[config.mk]
export PLATFORM = sky130hd
export DESIGN_NAME = inst_fetch_flat
export DESIGN_NICKNAME = d
export VERILOG_FILES = /design/src/rtl/inst_fetch_if.sv /design/src/rtl/inst_fetch.sv /design/src/flat_wrapper.sv
export SDC_FILE = /design/constraint.sdc
export NUM_CORES = 1
export LEC_CHECK = 0
export CORE_UTILIZATION = 50
export CTS_CLUSTER_DIAMETER = 30
export DETAILED_ROUTE_END_ITERATION = 10
export DONT_BUFFER_PORTS = 1
export SLEW_MARGIN = 20
export SYNTH_ARGS = -nofsm -noshare
export SYNTH_HDL_FRONTEND = slang
export SYNTH_SLANG_ARGS = --single-unit
[constraint.sdc]
create_clock -name clk -period 13 [get_ports clk]
set_input_delay 2.6 -clock clk [delete_from_list [all_inputs] [get_ports clk]]
set_output_delay 2.6 -clock clk [all_outputs]
set_load 0.01 [all_outputs]
[src/rtl/inst_fetch_if.sv]
// Fetch-unit signal bundle: control strobes, instruction-RAM read port and decoder handshake.
// master = the fetch block, slave = its environment (control unit, RAM, decoder).
interface inst_fetch_if;
    logic        en;
    logic        redirect;
    logic [15:0] redirect_pc;
    logic        mem_req;
    logic [15:0] mem_addr;
    logic        mem_ack;
    logic [15:0] mem_rdata;
    logic [15:0] inst;
    logic [15:0] inst_pc;
    logic        inst_valid;
    logic        inst_ready;
    logic [1:0]  fifo_count;

    modport master (
        input  en, redirect, redirect_pc, mem_ack, mem_rdata, inst_ready,
        output mem_req, mem_addr, inst, inst_pc, inst_valid, fifo_count
    );

    modport slave (
        output en, redirect, redirect_pc, mem_ack, mem_rdata, inst_ready,
        input  mem_req, mem_addr, inst, inst_pc, inst_valid, fifo_count
    );
endinterface

[src/rtl/inst_fetch.sv]
// Instruction fetch: single-outstanding RAM request FSM feeding a 2-entry {pc, word} prefetch FIFO.
// Optional macro FETCH_BYPASS_EN offers a returning word to the decoder in its ack cycle when the FIFO is empty.
module inst_fetch #(
    parameter logic [15:0] RESET_PC = 16'h0000
) (
    input  logic         clk,
    input  logic         reset,
    inst_fetch_if.master bus
);
    typedef enum logic [1:0] {IDLE, REQ, DROP} state_t;

    state_t      state;
    logic [15:0] fetch_pc;
    logic        mem_req_q;
    logic [15:0] mem_addr_q;
    logic [1:0]  count;
    logic [15:0] pc_q   [2];
    logic [15:0] word_q [2];

    logic        ack_take;
    logic        head_vld;
    logic        pop;
    logic        push;
    logic        byp_hit;
    logic        byp_take;
    logic [1:0]  count_nxt;
    logic [15:0] fetch_pc_inc;

    // Event decode: a redirect masks every push and pop in its cycle.
    always_comb begin
        ack_take = (state == REQ) && bus.mem_ack && !bus.redirect;
        head_vld = (count != 2'd0);
        pop      = head_vld && bus.inst_ready && !bus.redirect;
`ifdef FETCH_BYPASS_EN
        byp_hit  = ack_take && !head_vld;
`else
        byp_hit  = 1'b0;
`endif
        byp_take     = byp_hit && bus.inst_ready;
        push         = ack_take && !byp_take;
        fetch_pc_inc = fetch_pc + 16'd1;
        if (bus.redirect) begin
            count_nxt = 2'd0;
        end else begin
            count_nxt = count + {1'b0, push} - {1'b0, pop};
        end
    end

    // FIFO storage: slot 0 is the head; a push lands behind whatever survives the pop.
    always_ff @(posedge clk) begin
        if (pop) begin
            pc_q[0]   <= pc_q[1];
            word_q[0] <= word_q[1];
        end
        if (push) begin
            if (count_nxt == 2'd2) begin
                pc_q[1]   <= fetch_pc;
                word_q[1] <= bus.mem_rdata;
            end else begin
                pc_q[0]   <= fetch_pc;
                word_q[0] <= bus.mem_rdata;
            end
        end
    end

    // Request FSM and occupancy
    always_ff @(posedge clk) begin
        if (!reset) begin
            state      <= IDLE;
            fetch_pc   <= RESET_PC;
            mem_req_q  <= 1'b0;
            mem_addr_q <= RESET_PC;
            count      <= 2'd0;
        end else begin
            count <= count_nxt;
            if (bus.redirect) begin
                fetch_pc <= bus.redirect_pc;
            end
            case (state)
                IDLE: begin
                    if (!bus.redirect && bus.en && count != 2'd2) begin
                        state      <= REQ;
                        mem_req_q  <= 1'b1;
                        mem_addr_q <= fetch_pc;
                    end
                end
                REQ: begin
                    if (bus.redirect) begin
                        if (bus.mem_ack) begin
                            state     <= IDLE;
                            mem_req_q <= 1'b0;
                        end else begin
                            state <= DROP;
                        end
                    end else if (bus.mem_ack) begin
                        fetch_pc <= fetch_pc_inc;
                        if (bus.en && count_nxt != 2'd2) begin
                            mem_addr_q <= fetch_pc_inc;
                        end else begin
                            state     <= IDLE;
                            mem_req_q <= 1'b0;
                        end
                    end
                end
                DROP: begin
                    // The in-flight word belongs to the abandoned path; just wait it out.
                    if (bus.mem_ack) begin
                        state     <= IDLE;
                        mem_req_q <= 1'b0;
                    end
                end
                default: begin
                    state     <= IDLE;
                    mem_req_q <= 1'b0;
                end
            endcase
        end
    end

    // Decoder side: FIFO head, else the bypassed RAM word, else zeros.
    always_comb begin
        bus.mem_req    = mem_req_q;
        bus.mem_addr   = mem_addr_q;
        bus.fifo_count = count;
        bus.inst_valid = head_vld || byp_hit;
        if (head_vld) begin
            bus.inst    = word_q[0];
            bus.inst_pc = pc_q[0];
        end else if (byp_hit) begin
            bus.inst    = bus.mem_rdata;
            bus.inst_pc = fetch_pc;
        end else begin
            bus.inst    = 16'h0000;
            bus.inst_pc = 16'h0000;
        end
    end
endmodule

[src/flat_wrapper.sv]
// flat-port wrapper written by rule: the top's interface ports become plain ports
module inst_fetch_flat 
#(
    parameter logic [15:0] RESET_PC = 16'h0000
)
  (clk, reset, bus_en, bus_redirect, bus_redirect_pc, bus_mem_ack, bus_mem_rdata, bus_inst_ready, bus_mem_req, bus_mem_addr, bus_inst, bus_inst_pc, bus_inst_valid, bus_fifo_count);
  inst_fetch_if bus_i ();
  input  logic clk;
  input  logic reset;
  input wire logic [$bits(bus_i.en)-1:0] bus_en;
  input wire logic [$bits(bus_i.redirect)-1:0] bus_redirect;
  input wire logic [$bits(bus_i.redirect_pc)-1:0] bus_redirect_pc;
  input wire logic [$bits(bus_i.mem_ack)-1:0] bus_mem_ack;
  input wire logic [$bits(bus_i.mem_rdata)-1:0] bus_mem_rdata;
  input wire logic [$bits(bus_i.inst_ready)-1:0] bus_inst_ready;
  output wire logic [$bits(bus_i.mem_req)-1:0] bus_mem_req;
  output wire logic [$bits(bus_i.mem_addr)-1:0] bus_mem_addr;
  output wire logic [$bits(bus_i.inst)-1:0] bus_inst;
  output wire logic [$bits(bus_i.inst_pc)-1:0] bus_inst_pc;
  output wire logic [$bits(bus_i.inst_valid)-1:0] bus_inst_valid;
  output wire logic [$bits(bus_i.fifo_count)-1:0] bus_fifo_count;
  assign bus_i.en = bus_en;
  assign bus_i.redirect = bus_redirect;
  assign bus_i.redirect_pc = bus_redirect_pc;
  assign bus_i.mem_ack = bus_mem_ack;
  assign bus_i.mem_rdata = bus_mem_rdata;
  assign bus_i.inst_ready = bus_inst_ready;
  assign bus_mem_req = bus_i.mem_req;
  assign bus_mem_addr = bus_i.mem_addr;
  assign bus_inst = bus_i.inst;
  assign bus_inst_pc = bus_i.inst_pc;
  assign bus_inst_valid = bus_i.inst_valid;
  assign bus_fifo_count = bus_i.fifo_count;
  inst_fetch #(.RESET_PC(RESET_PC)) u_core (.clk(clk), .reset(reset), .bus(bus_i));
endmodule
==> qor.yml <==
ys_seq_elements: 101
first_iter_violations: 198
slew_viol_final: 0
async_reset_ff_frac: 0
cts_setup_buffers: 0
p_switching_mw: 0.140
finalHoldViolCount: 0
intPower_mw: 0.453
worst_path_largest_cell_delay_ns: 0.79
grtUsageTotal: 0.203
diodes: 0
area.growth.synth_to_final_pct: 4.83
cts_sinks: 101
path_cells: "nand4bb_1 -> inv_1 -> ha_1 -> xnor3_1 -> nor3_1 -> nor2_4 -> or2_2"
multi_input_area_sq_um: 1870
ctsResizeCount: 0
fin_crit_sh: 0.446
cp_slowest_cell: "or2_2"
die_y_um: 99.1
ys_types: 49
clockPowerShare: 0.332
final.setup.tns_ns: 0
gp_congestion: 0.852
die_area_sq_um: 9810
ios: 90
antenna_found_initial: 0
syn_avg_cell_area_sq_um: 12.1
final_cell_mix: "64 x edfxtp_1, 37 x dfxtp_1, 35 x nor2b_1"
combPwrFrac: 0.059
cellPowerDensity_nw_per_um2: 120
rrSetupSlack_ns: 8.90
start_util: 0.512
critical_path_class: "input port to flop"
overflow: 0
port_buffers: 0
hold_path_class: "flop to flop"
cts_buffer_depth: 2
fp.dieW_um: 99.1
peakVddDrop_uv: 69.9
std_cell_rows: 35
whs_ns: 0.544
cp_max_fo: 36
critical_path_arrival_ns: 5.78
grt_pass1_wl_um: 15300
cts_tree: "yes"
yosysWarnings: 0
ant_nets: 0
cts_hold_buf: 0
firstDrtPassIters: 5
cts_root_buf: "clkbuf_8"
crit_path_end_kind: "flop"
cts.clk_slew.worst_paths_ns: 0.10
cts_buffers: 9
leakage_nw: 1.50
seq_area_sq_um: 2660
drive_above_1_share: 0.188
maxCapViolCount: 0
setup_slack_ns: 7.20
grt_max_degree: 37
synth_ff_type: "edfxtp_1"
nets: 413
finClkSkew_ns: 0.0115
layout_commonest_cell: "edfxtp_1"
ys_seq_area_frac: 0.565
core_sq_um: 9200
switching_share: 0.236
finalSetupViolCount: 0
vias_per_cell: 6.20
rsz0062_at_grt: "no"
grt_pass1_vias: 2841
drc: 0
worst_pin_slew_ns: 0.942
status: "finished, final reports clean"
slew_headroom: 0.370
wl_um: 9850
period_minus_slack_ns: 5.80
dp_slack_ns: 6.80
h-tree-depth: 3
final_util: 0.537
netlist_instances: 390
dp_hpwl_um: 6300
max_freq_ghz: 0.172
clk-insertion-delay-late_ns: 0.36
synth_nets: 431
fill_cells: 775
netlist_area_sq_um: 4710
vias: 3027
seqPwrFrac: 0.609
crit_path_start_kind: "input port"
wl_per_cell_um: 20.2
synth-edff-count: 64
cp.required_ns: 12.99
[power groups by stage]
| stage | Combinational [mW] | Sequential, mW | Clock (mW) |
|---|---|---|---|
| 6_report | 0.0350 | 0.361 | 0.197 |
| 3_3_place_gp | 0.0342 | 0.368 | 0 |
| 3_5_place_dp | 0.0349 | 0.368 | 0 |
| 5_1_grt | 0.0382 | 0.363 | 0.213 |
| 4_1_cts | 0.0350 | 0.361 | 0.202 |
| 2_1_floorplan | 0.0346 | 0.363 | 0 |
[per-stage QoR]
| stage | cell area, sq um | total power [mW] | cells |
|---|---|---|---|
| final | 4940 | 0.593 | 488 |
| after global routing | 4940 | 0.614 | 488 |
| after CTS | 4940 | 0.598 | 488 |
| after detailed placement | 4750 | 0.403 | 472 |
| after global placement | 4750 | 0.402 | 472 |
| after floorplan | 4710 | 0.397 | 390 |
[final cells by class]
class,instances,share of cell area
clock buffer,10,0.0258
clock inverter,6,0.0129
inverter,13,0.00988
multi-input combinational,243,0.378
sequential,101,0.539
tap,111,0.0281
timing repair buffer,4,0.00608
[path summary, 6_finish.rpt]
| kind | startpoint | end | cells after the start |
|---|---|---|---|
| setup / recovery | bus_redirect | u_core.pc_q[0][11] | 7 |
| hold / removal | u_core.fetch_pc[10] | u_core.pc_q[1][10] | 0 |
| setup reg to reg | u_core.state[0] | u_core.pc_q[0][11] | 7 |
| hold reg to reg | u_core.fetch_pc[10] | u_core.pc_q[1][10] | 0 |
[state kept, by name, indices dropped and copies added (netlist names)]
signal and count:
u_core.pc_q 32, u_core.word_q 32, u_core.bus.mem_addr 16, u_core.fetch_pc 16, u_core.bus.fifo_count 2, u_core.state 2, u_core.bus.mem_req 1
[worst max-delay path: cells and delay by family]
kind	cells	cell delay (ns)
adder cells (fa/ha/maj)	1	0.24
AND/OR/NAND/NOR	4	2.13
buffers and inverters	1	0.53
XOR/XNOR	1	0.24
[metal layers]
| metal | global-route usage | wire length, um | vias up |
|---|---|---|---|
| li1 | - | - | 1435 |
| met1 | 0.286 | 4630 | 1453 |
| met2 | 0.295 | 4250 | 128 |
| met3 | 0.0716 | 860 | 11 |
| met4 | 0.0622 | 107 | 0 |
| met5 | 0 | 0 | - |
[cell families after synthesis]
group / Yosys count / share of synthesized area
buf+inv: 46 / 0.0420
fa+ha+maj: 3 / 0.00797
mux: 36 / 0.0855
xor+xnor: 16 / 0.0327
simple gates: 109 / 0.132
compound gates: 79 / 0.134
flops: 101 / 0.565
[Yosys cell counts (10+ instances only)]
cell type	n	area share
edfxtp_1	64	0.41
dfxtp_1	37	0.16
nor2b_1	35	0.046
mux2_2	34	0.081
clkbuf_1	22	0.018
a31oi_1	21	0.028
xnor2_1	14	0.026
nor2_1	13	0.010
inv_1	12	0.0096
a211oi_2	10	0.027
nand2_1	10	0.0080
nor3_1	10	0.011
nor4_1	10	0.013
(Power assumes the default switching activity.)
